[config.mk]
export PLATFORM = sky130hd
export DESIGN_NAME = mmio_uart_fifo_periph
export DESIGN_NICKNAME = d
export VERILOG_FILES = /design/src/rtl/mmio_uart_fifo_periph.sv
export SDC_FILE = /design/constraint.sdc
export NUM_CORES = 1
export LEC_CHECK = 0
export ABC_AREA = 1
export CAP_MARGIN = 10
export CORE_MARGIN = 1.5
export CORE_UTILIZATION = 45
export CTS_BUF_LIST = sky130_fd_sc_hd__clkbuf_8 sky130_fd_sc_hd__clkbuf_16
export CTS_CLUSTER_SIZE = 8
export DETAILED_ROUTE_END_ITERATION = 8
export HOLD_SLACK_MARGIN = 0.03
export PLACE_DENSITY = 0.69
export SETUP_SLACK_MARGIN = 0.4
export SLEW_MARGIN = 25
export SYNTH_ARGS = -nofsm -noshare
export SYNTH_HDL_FRONTEND = slang
export SYNTH_SLANG_ARGS = --single-unit
[constraint.sdc]
create_clock -name clk -period 3.6 [get_ports clk]
set_input_delay 0.36 -clock clk [delete_from_list [all_inputs] [get_ports clk]]
set_output_delay 0.36 -clock clk [all_outputs]
set_load 0.05 [all_outputs]
[src/rtl/mmio_uart_fifo_periph.sv]
// MMIO peripheral block: UART TX through a drain FIFO, UART RX pop, LEDs, buttons with latched
// rising-edge events, and a maskable level interrupt behind a valid/ready bus.
module mmio_uart_fifo_periph #(
  parameter logic [31:0] BASE_ADDR   = 32'h8000_0000,
  parameter int unsigned TX_DEPTH    = 16,
  parameter int unsigned NUM_LEDS    = 2,
  parameter int unsigned NUM_BUTTONS = 2
) (
  input  logic                   clk,
  input  logic                   reset,
  input  logic                   mmio_valid,
  input  logic                   mmio_write,
  input  logic [31:0]            mmio_addr,
  input  logic [31:0]            mmio_wdata,
  input  logic [3:0]             mmio_wstrb,
  output logic [31:0]            mmio_rdata,
  output logic                   mmio_ready,
  output logic [7:0]             uart_tx_data,
  output logic                   uart_tx_valid,
  input  logic                   uart_tx_busy,
  input  logic [7:0]             uart_rx_data,
  output logic                   uart_rx_rd_en,
  input  logic                   uart_rx_empty,
  output logic [NUM_LEDS-1:0]    led,
  input  logic [NUM_BUTTONS-1:0] btn_sync,
  output logic                   irq
);

  localparam int unsigned AW = $clog2(TX_DEPTH);

  typedef enum logic [1:0] {StIdle, StSend, StGuard} drain_e;

  logic [7:0]             fifo_mem [TX_DEPTH];
  logic [AW-1:0]          wr_ptr, rd_ptr;
  logic [AW:0]            count;
  drain_e                 state;
  logic [NUM_LEDS-1:0]    led_reg;
  logic [NUM_BUTTONS-1:0] btn_prev, btn_evt, btn_rise, btn_clr;
  logic                   primed;
  logic [2:0]             irq_en, irq_pend;

  logic        fifo_empty, fifo_full, pop, push;
  logic        accept, hit, is_tx_wr, stall, ack, wr_en, rx_pop;
  logic [3:0]  sel;
  logic [8:0]  count_ext;
  logic [31:0] rd_val;
  logic        unused_bits;

  assign fifo_empty = (count == '0);
  assign fifo_full  = (count == (AW+1)'(TX_DEPTH));
  assign pop        = (state == StSend);
  assign accept     = mmio_valid && !mmio_ready;
  assign hit        = (mmio_addr[31:6] == BASE_ADDR[31:6]);
  assign sel        = mmio_addr[5:2];
  assign is_tx_wr   = hit && mmio_write && (sel == 4'h0);
  // A pop in this cycle frees a slot, so a full-FIFO write can be taken alongside it.
  assign stall      = is_tx_wr && fifo_full && !pop;
  assign ack        = accept && !stall;
  assign push       = ack && is_tx_wr;
  assign wr_en      = ack && hit && mmio_write;
  assign irq_pend   = {|btn_evt, ~uart_rx_empty, fifo_empty};
  assign count_ext  = 9'(count);
  assign btn_rise   = primed ? (btn_sync & ~btn_prev) : '0;
  assign btn_clr    = (wr_en && sel == 4'h7 && mmio_wstrb[0]) ? mmio_wdata[NUM_BUTTONS-1:0] : '0;
  assign unused_bits = ^{mmio_addr[1:0], mmio_wdata, mmio_wstrb[3:1], count_ext[8]};

  always_comb begin
    rd_val = '0;
    rx_pop = 1'b0;
    if (hit && !mmio_write) begin
      case (sel)
        4'h1: rd_val = {16'h0, count_ext[7:0], 5'h0, uart_tx_busy, fifo_empty, fifo_full};
        4'h2: begin
          if (!uart_rx_empty) begin
            rd_val = {24'h0, uart_rx_data};
            rx_pop = 1'b1;
          end
        end
        4'h3: rd_val = {31'h0, ~uart_rx_empty};
        4'h4: rd_val = 32'(led_reg);
        4'h6: rd_val = 32'(btn_sync);
        4'h7: rd_val = 32'(btn_evt);
        4'h8: rd_val = {29'h0, irq_en};
        4'h9: rd_val = {29'h0, irq_pend};
        default: rd_val = '0;
      endcase
    end
  end

  always_ff @(posedge clk or posedge reset) begin
    if (reset) begin
      mmio_ready    <= 1'b0;
      mmio_rdata    <= '0;
      uart_rx_rd_en <= 1'b0;
      led_reg       <= '0;
      led           <= '0;
      irq_en        <= '0;
      irq           <= 1'b0;
      btn_prev      <= '0;
      btn_evt       <= '0;
      primed        <= 1'b0;
    end else begin
      mmio_ready    <= ack;
      mmio_rdata    <= ack ? rd_val : '0;
      uart_rx_rd_en <= ack && rx_pop;
      if (wr_en && mmio_wstrb[0]) begin
        if (sel == 4'h4) led_reg <= mmio_wdata[NUM_LEDS-1:0];
        if (sel == 4'h8) irq_en  <= mmio_wdata[2:0];
      end
      led      <= led_reg;
      irq      <= |(irq_en & irq_pend);
      btn_prev <= btn_sync;
      primed   <= 1'b1;
      // Set after clear so a fresh edge survives a simultaneous W1C.
      btn_evt  <= (btn_evt & ~btn_clr) | btn_rise;
    end
  end

  always_ff @(posedge clk) begin
    if (push) fifo_mem[wr_ptr] <= mmio_wdata[7:0];
  end

  always_ff @(posedge clk or posedge reset) begin
    if (reset) begin
      wr_ptr <= '0;
      rd_ptr <= '0;
      count  <= '0;
    end else begin
      if (push) wr_ptr <= wr_ptr + AW'(1);
      if (pop)  rd_ptr <= rd_ptr + AW'(1);
      if (push && !pop)      count <= count + (AW+1)'(1);
      else if (pop && !push) count <= count - (AW+1)'(1);
    end
  end

  // Head byte is captured on entry to StSend; the pop itself happens during StSend.
  always_ff @(posedge clk or posedge reset) begin
    if (reset) begin
      state         <= StIdle;
      uart_tx_valid <= 1'b0;
      uart_tx_data  <= '0;
    end else begin
      uart_tx_valid <= 1'b0;
      unique case (state)
        StIdle: begin
          if (!fifo_empty && !uart_tx_busy) begin
            state         <= StSend;
            uart_tx_data  <= fifo_mem[rd_ptr];
            uart_tx_valid <= 1'b1;
          end
        end
        StSend:  state <= StGuard;
        StGuard: state <= StIdle;
        default: state <= StIdle;
      endcase
    end
  end

endmodule

# Word-level counts from Yosys, hierarchy flattened
# Memory sizes are Yosys's and may differ from the RTL's. A register that Yosys moved wholly into a read port is not among the register bits.
# Cells that the tools add are included.
# totals
regBits	63
latchBits	0
mem_bits_rw	128
mem_bits_ro	0
in_bits	84
out_inout_bits	46
elab_cells	89
memories	1
# mem_list
memory	words	word_bits	read_ports	rd_ports_with_merged_regs	wr	line_no	source
fifo_mem	16	8	1	1	1	33	logic [7:0] fifo_mem [TX_DEPTH];
# op_classes
add_sub_neg	4
n_mul	0
div_mod_pow	0
n_lt_le_gt_ge	0
eq_ne	12
shift	0
muxes	17
n_bitwise	7
reduce_logical	33
# op_table
operator	count
$pmux W13 S8	1
$mux W32	1
$eq A26 B26 Y1 const B	1
$logic_and A1 B1 Y1	17
$mux W13	1
$eq A4 B3 Y1 const B	3
$mux W5	2
$add A4 B1 Y4 const B	2
$eq A4 B2 Y1 const B	2
$eq A4 B4 Y1 const B	2
$mux W8	1
$logic_not A1 Y1	7
$mux W1	7
$mux W2	3
$reduce_and A2 Y1	3
$add A5 B1 Y5 const B	1
$eq A5 B5 Y1 const B	1
$logic_not A5 Y1	1
$sub A5 B1 Y5 const B	1
$and A2 B2 Y2	2
$eq A4 B1 Y1 const B	1
$logic_not A4 Y1	1
$not A2 Y2	2
$pmux W2 S2	1
other kinds (9)	9

# Longest topological paths before layout
# depth
word_depth	15
depth_mapped	21

# Worst setup path after synthesis
# No wires, ideal clock.
# synth_path
path_type	input to register
from	input port mmio_addr[29]
to	register count[4]
t_arrival_ns	2.450
setup_slack_ns	1.025
path_stages	20
path_buffers	0
path_cell_list	nor2_1 nand2_1 nor2_2 nand2_1 nor2_2 nand4_2 nand2_4 inv_4 nand2_4 inv_6 ha_1 inv_1 ha_1 nand2_1 nor2_1 a211oi_1 nand2_1 nand2_1 nor2_1 xor2_1
# synth_via
elab_chain_cells	11
# synth_rtl
item	line_no	source
from (decl)	13	input logic [31:0] mmio_addr,
$eq A26 B26 Y1 (*)	53	assign hit = (mmio_addr[31:6] == BASE_ADDR[31:6]);
$logic_and A1 B1 Y1 (*) (2 in a row)	55	assign is_tx_wr = hit && mmio_write && (sel == 4'h0);
$logic_and A1 B1 Y1 (*) (2 in a row)	57	assign stall = is_tx_wr && fifo_full && !pop;
$logic_not A1 Y1 (*)	58	assign ack = accept && !stall;
$logic_and A1 B1 Y1 (*)	58	
via ack	43	logic accept, hit, is_tx_wr, stall, ack, wr_en, rx_pop;
$logic_and A1 B1 Y1 (*)	59	assign push = ack && is_tx_wr;
via push	42	logic fifo_empty, fifo_full, pop, push;
$logic_not A1 Y1	132	else if (pop && !push) count <= count - (AW+1)'(1);
$logic_and A1 B1 Y1	132	
$reduce_bool A2 Y1 (no source line)	n/a	
to (signal assigned)	131	if (push && !pop) count <= count + (AW+1)'(1);
to (signal assigned)	132	
to (decl)	35	logic [AW:0] count;
# The timed path passes the listed nets; every way through them passes the cells marked *.
# A chain may end at the register's enable or synchronous reset.

# Final worst setup path
# layout_path
from	register count[0]
to	register count[4]
# layout_via
elab_chain_cells	9
# layout_rtl
item	line_no	source
$eq A5 B5 Y1 (*)	50	assign fifo_full = (count == (AW+1)'(TX_DEPTH));
$logic_and A1 B1 Y1 (*) (2 in a row)	57	
$logic_not A1 Y1 (*)	58	
$logic_and A1 B1 Y1 (*)	58	
via ack	43	
$logic_and A1 B1 Y1 (*)	59	
via push	42	
$logic_not A1 Y1	132	
$logic_and A1 B1 Y1	132	
$reduce_bool A2 Y1 (no source line)	n/a	
# The timed path passes the listed nets; every way through them passes the cells marked *. The select of a mux whose other input is x is not followed.

==> key figures <==
Die
  – Die height: 136 um
  – Core Box Area: 17200 sq um
  – Die footprint: approximately 18000 sq um
  – Chip width: 136 um
  – IO Pins: 130
  – Cell Rows: 48
  – Initial Util: 45.9%

Route
  – Overall routed net length: 16700 um
  – DRT Pass-1 Iters: 5
  – Routed via count: 5419
  – Post-DR wirelength/cell: between 15 and 20 um
  – Initial DRC Count: 482
  – # DRC: 0
  – Vias per inst: 5.16
  – Post-DRT Antenna Nets: 0

CTS
  – Clock latency at the later pin of the worst-skew pair: 430 ps
  – Clock tree buffer depth: 2
  – Clock-pin slew on the worst setup and hold paths: 70 ps
  – CTS sink count: 180
  – CTS tree: done
  – H-tree depth: 4
  – Post-CTS setup buffer count: 0
  – Clock Tree Root: clkbuf_16
  – Post-CTS Resized: 0
  – TritonCTS Buffers: 17
  – Hold buffers post-CTS: 0

Final layout
  – Non-Filler Instances: 1050
  – Final #Nets: 906
  – Regs by FF count: fifo_mem: 128 flops, mmio_rdata: 13 flops, uart_tx_data: 8 flops
  – Reg area: 5150 sq um
  – Inserted Diodes: 0
  – Fill cell count: 1456
  – Max FFs per register: about 130
  – Reg with most FFs: fifo_mem
  – Area Overhead vs Synth: 20.6%
  – Final core utilization: 55.4%
  – Area of the multi-input gates: 2370 sq um
  – Layout cell share with drive strength beyond 1: roughly a tenth
  – Post-route cell area: 9550 sq um

Critical path
  – CP startpoint kind: register
  – CP endpoint kind: register
  – Crit Path Max Fanout: 10
  – Required time of the critical path: 3910 ps
  – Worst endpoint data arrival time: 3220 ps
  – CP Class: reg -> reg

Timing
  – Worst Clk Skew: 9.57 ps
  – Tmin final: 2910 ps
  – RSZ-0062 raised after global routing: false
  – Final Max Slew Viols: 0
  – Final Setup Violations: 0
  – Worst-Margin Slew: 921 ps
  – Slew headroom: 38.1%
  – Fmax: 343 MHz
  – Fin Setup TNS: 0 ps
  – Final worst slack: 688 ps
  – Final hold vios: 0
  – Period utilisation layout: between 80% and 90%

Placement
  – Worst slack at placement: 266 ps
  – DP HPWL: around 11000 um
  – Cell Area, Placed: 9000 sq um
  – Routability congestion estimate: 0.860
  – Cell count after placement: 1018
  – Buffers added on ports: 81

Power and ir drop
  – Leakage: 3.62 nW
  – Pwr/cell area: slightly above 600 nW/um^2
  – Max rail drop VDD: 0.000598 V

Global routing
  – Grt ovf: 0
  – GRT Overall Usage: between 10% and 20%
  – Antenna violations before repair: 0
  – First-pass GRT wire length: 26700 um
  – Pin count of the biggest net entering global routing: 68
  – Number of global-route vias before repair: 5198

Yosys
  – Ys async rst share: 28.9%
  – Avg Cell Area, Syn: ~11 sq um
  – Post-synth EDFFs: around 130
  – Post-Syn Instances: 716
  – Yosys warns: 0
  – Synth Flop Type: edfxtp_1
  – Yosys top cell by area: edfxtp_1
  – Synth cell count leaders: edfxtp_1 (128), nor2_1 (125), nand2_1 (77), o21ai_0 (77), inv_1 (54)
  – Yosys cell types: 44
  – Top-count cell post-synth: edfxtp_1
  – Sequential-to-total area share from yosys stat: 65.0%
  – Synth area leaders: edfxtp_1 (49%), dfrtp_1 (16%), nor2_1 (5.9%)
  – Synth Register Bits: 180
  – Post-Syn Area: a little under 8000 sq um
  – Post-synth top area share: 48.5%

Min path
  – Hold crit path type: in -> async

Run
  – Max Cap Viol: 0

Run status
  – Status: complete, no violations
==> final timing paths <==
kind | start | endpoint | slack (ps) | depth (start not counted)
max in group asynchronous | reset | btn_prev[1] | 2460 | 3
worst min register to register | led_reg[1] | led[1] | 420 | 0
worst max register to register | count[0] | count[4] | 690 | 18
worst min-delay path | reset | uart_tx_data[0] | 390 | 2
min in group clk | btn_sync[0] | btn_prev[0] | 400 | 1
worst max-delay path | count[0] | count[4] | 690 | 18
==> cell families (layout without fill, tap and decap cells) <==
kind of cell | count (synthesis) | in the layout | share of synthesized area (%)
fa+ha+maj | 10 | 10 | 1.67
compound gates | 142 | 142 | 10.8
other cells | 2 | 20 | 0.0948
flops | 180 | 180 | 65.0
xor+xnor | 9 | 9 | 0.995
buf+inv | 102 | 193 | 5.93
simple gates | 271 | 271 | 15.5
==> cell usage in the layout, fill, tap and decap left out, types with 3 or more instances in the layout <==
cell | netlist | layout
a21oi_1 | 6 | 6
buf_4 | 19 | 21
clkbuf_16 | 0 | 17
clkdlybuf4s50_1 | 0 | 81
conb_1 | 2 | 20
dfrtp_1 | 52 | 51
edfxtp_1 | 128 | 128
ha_1 | 9 | 9
inv_1 | 54 | 54
inv_2 | 2 | 3
inv_6 | 1 | 5
nand2_1 | 77 | 77
nand2_4 | 6 | 6
nand3_1 | 27 | 27
nand4_1 | 9 | 9
nor2_1 | 125 | 125
nor2_2 | 7 | 7
nor3_1 | 7 | 7
o211ai_1 | 15 | 15
o21ai_0 | 77 | 77
o21ai_1 | 4 | 4
o221ai_1 | 18 | 18
o22ai_1 | 14 | 14
xor2_1 | 7 | 7
==> metal layers <==
metal / wire [um] / vias to the layer above / global-route usage [%]
met2: 8210 / 148 / 33.1
li1: - / 2650 / -
met5: 0 / - / 0
met3: 949 / 18 / 4.71
met4: 267 / 0 / 7.17
met1: 7250 / 2603 / 23.9
==> layout make-up <==
cell class,instances,area share [%]
flip-flops and latches,180,53.9
multi-input cells,452,24.8
well taps,225,2.95
repair buffers,102,10.1
clock inverters,15,1.30
clock buffers,17,4.46
inverters,59,2.40
==> stage by stage <==
step	power, mW	hold slack, ps
2_1_floorplan	3.73	374
3_3_place_gp	4.27	402
3_5_place_dp	4.30	400
4_1_cts	6.00	379
5_1_grt	6.26	392
6_report	5.95	394
==> worst max-delay path, stage by stage (launching register included) <==
cell and delay [ps]:
dfrtp_1 430, nor2_1 170, nand4_1 170, nor2_2 130
nand4_2 140, nand2_4 190, inv_4 80, nand2_4 90
inv_6 60, ha_1 250, inv_1 120, ha_1 280
nand2_1 80, nor2_1 40, a211oi_1 230, nand2_1 90
nand2_1 70, nor2_1 50, xor2_1 130
==> where the power goes <==
group / internal (mW) / leakage [nW] / total (mW) / switching [mW]
clock network: 0.900 / 0.270 / 1.71 / 0.809
logic: 0.572 / 1.55 / 1.77 / 1.20
registers: 2.33 / 1.81 / 2.47 / 0.135
total: 3.81 / 3.62 / 5.95 / 2.15
No activity file was read; power rests on OpenSTA's default activity.
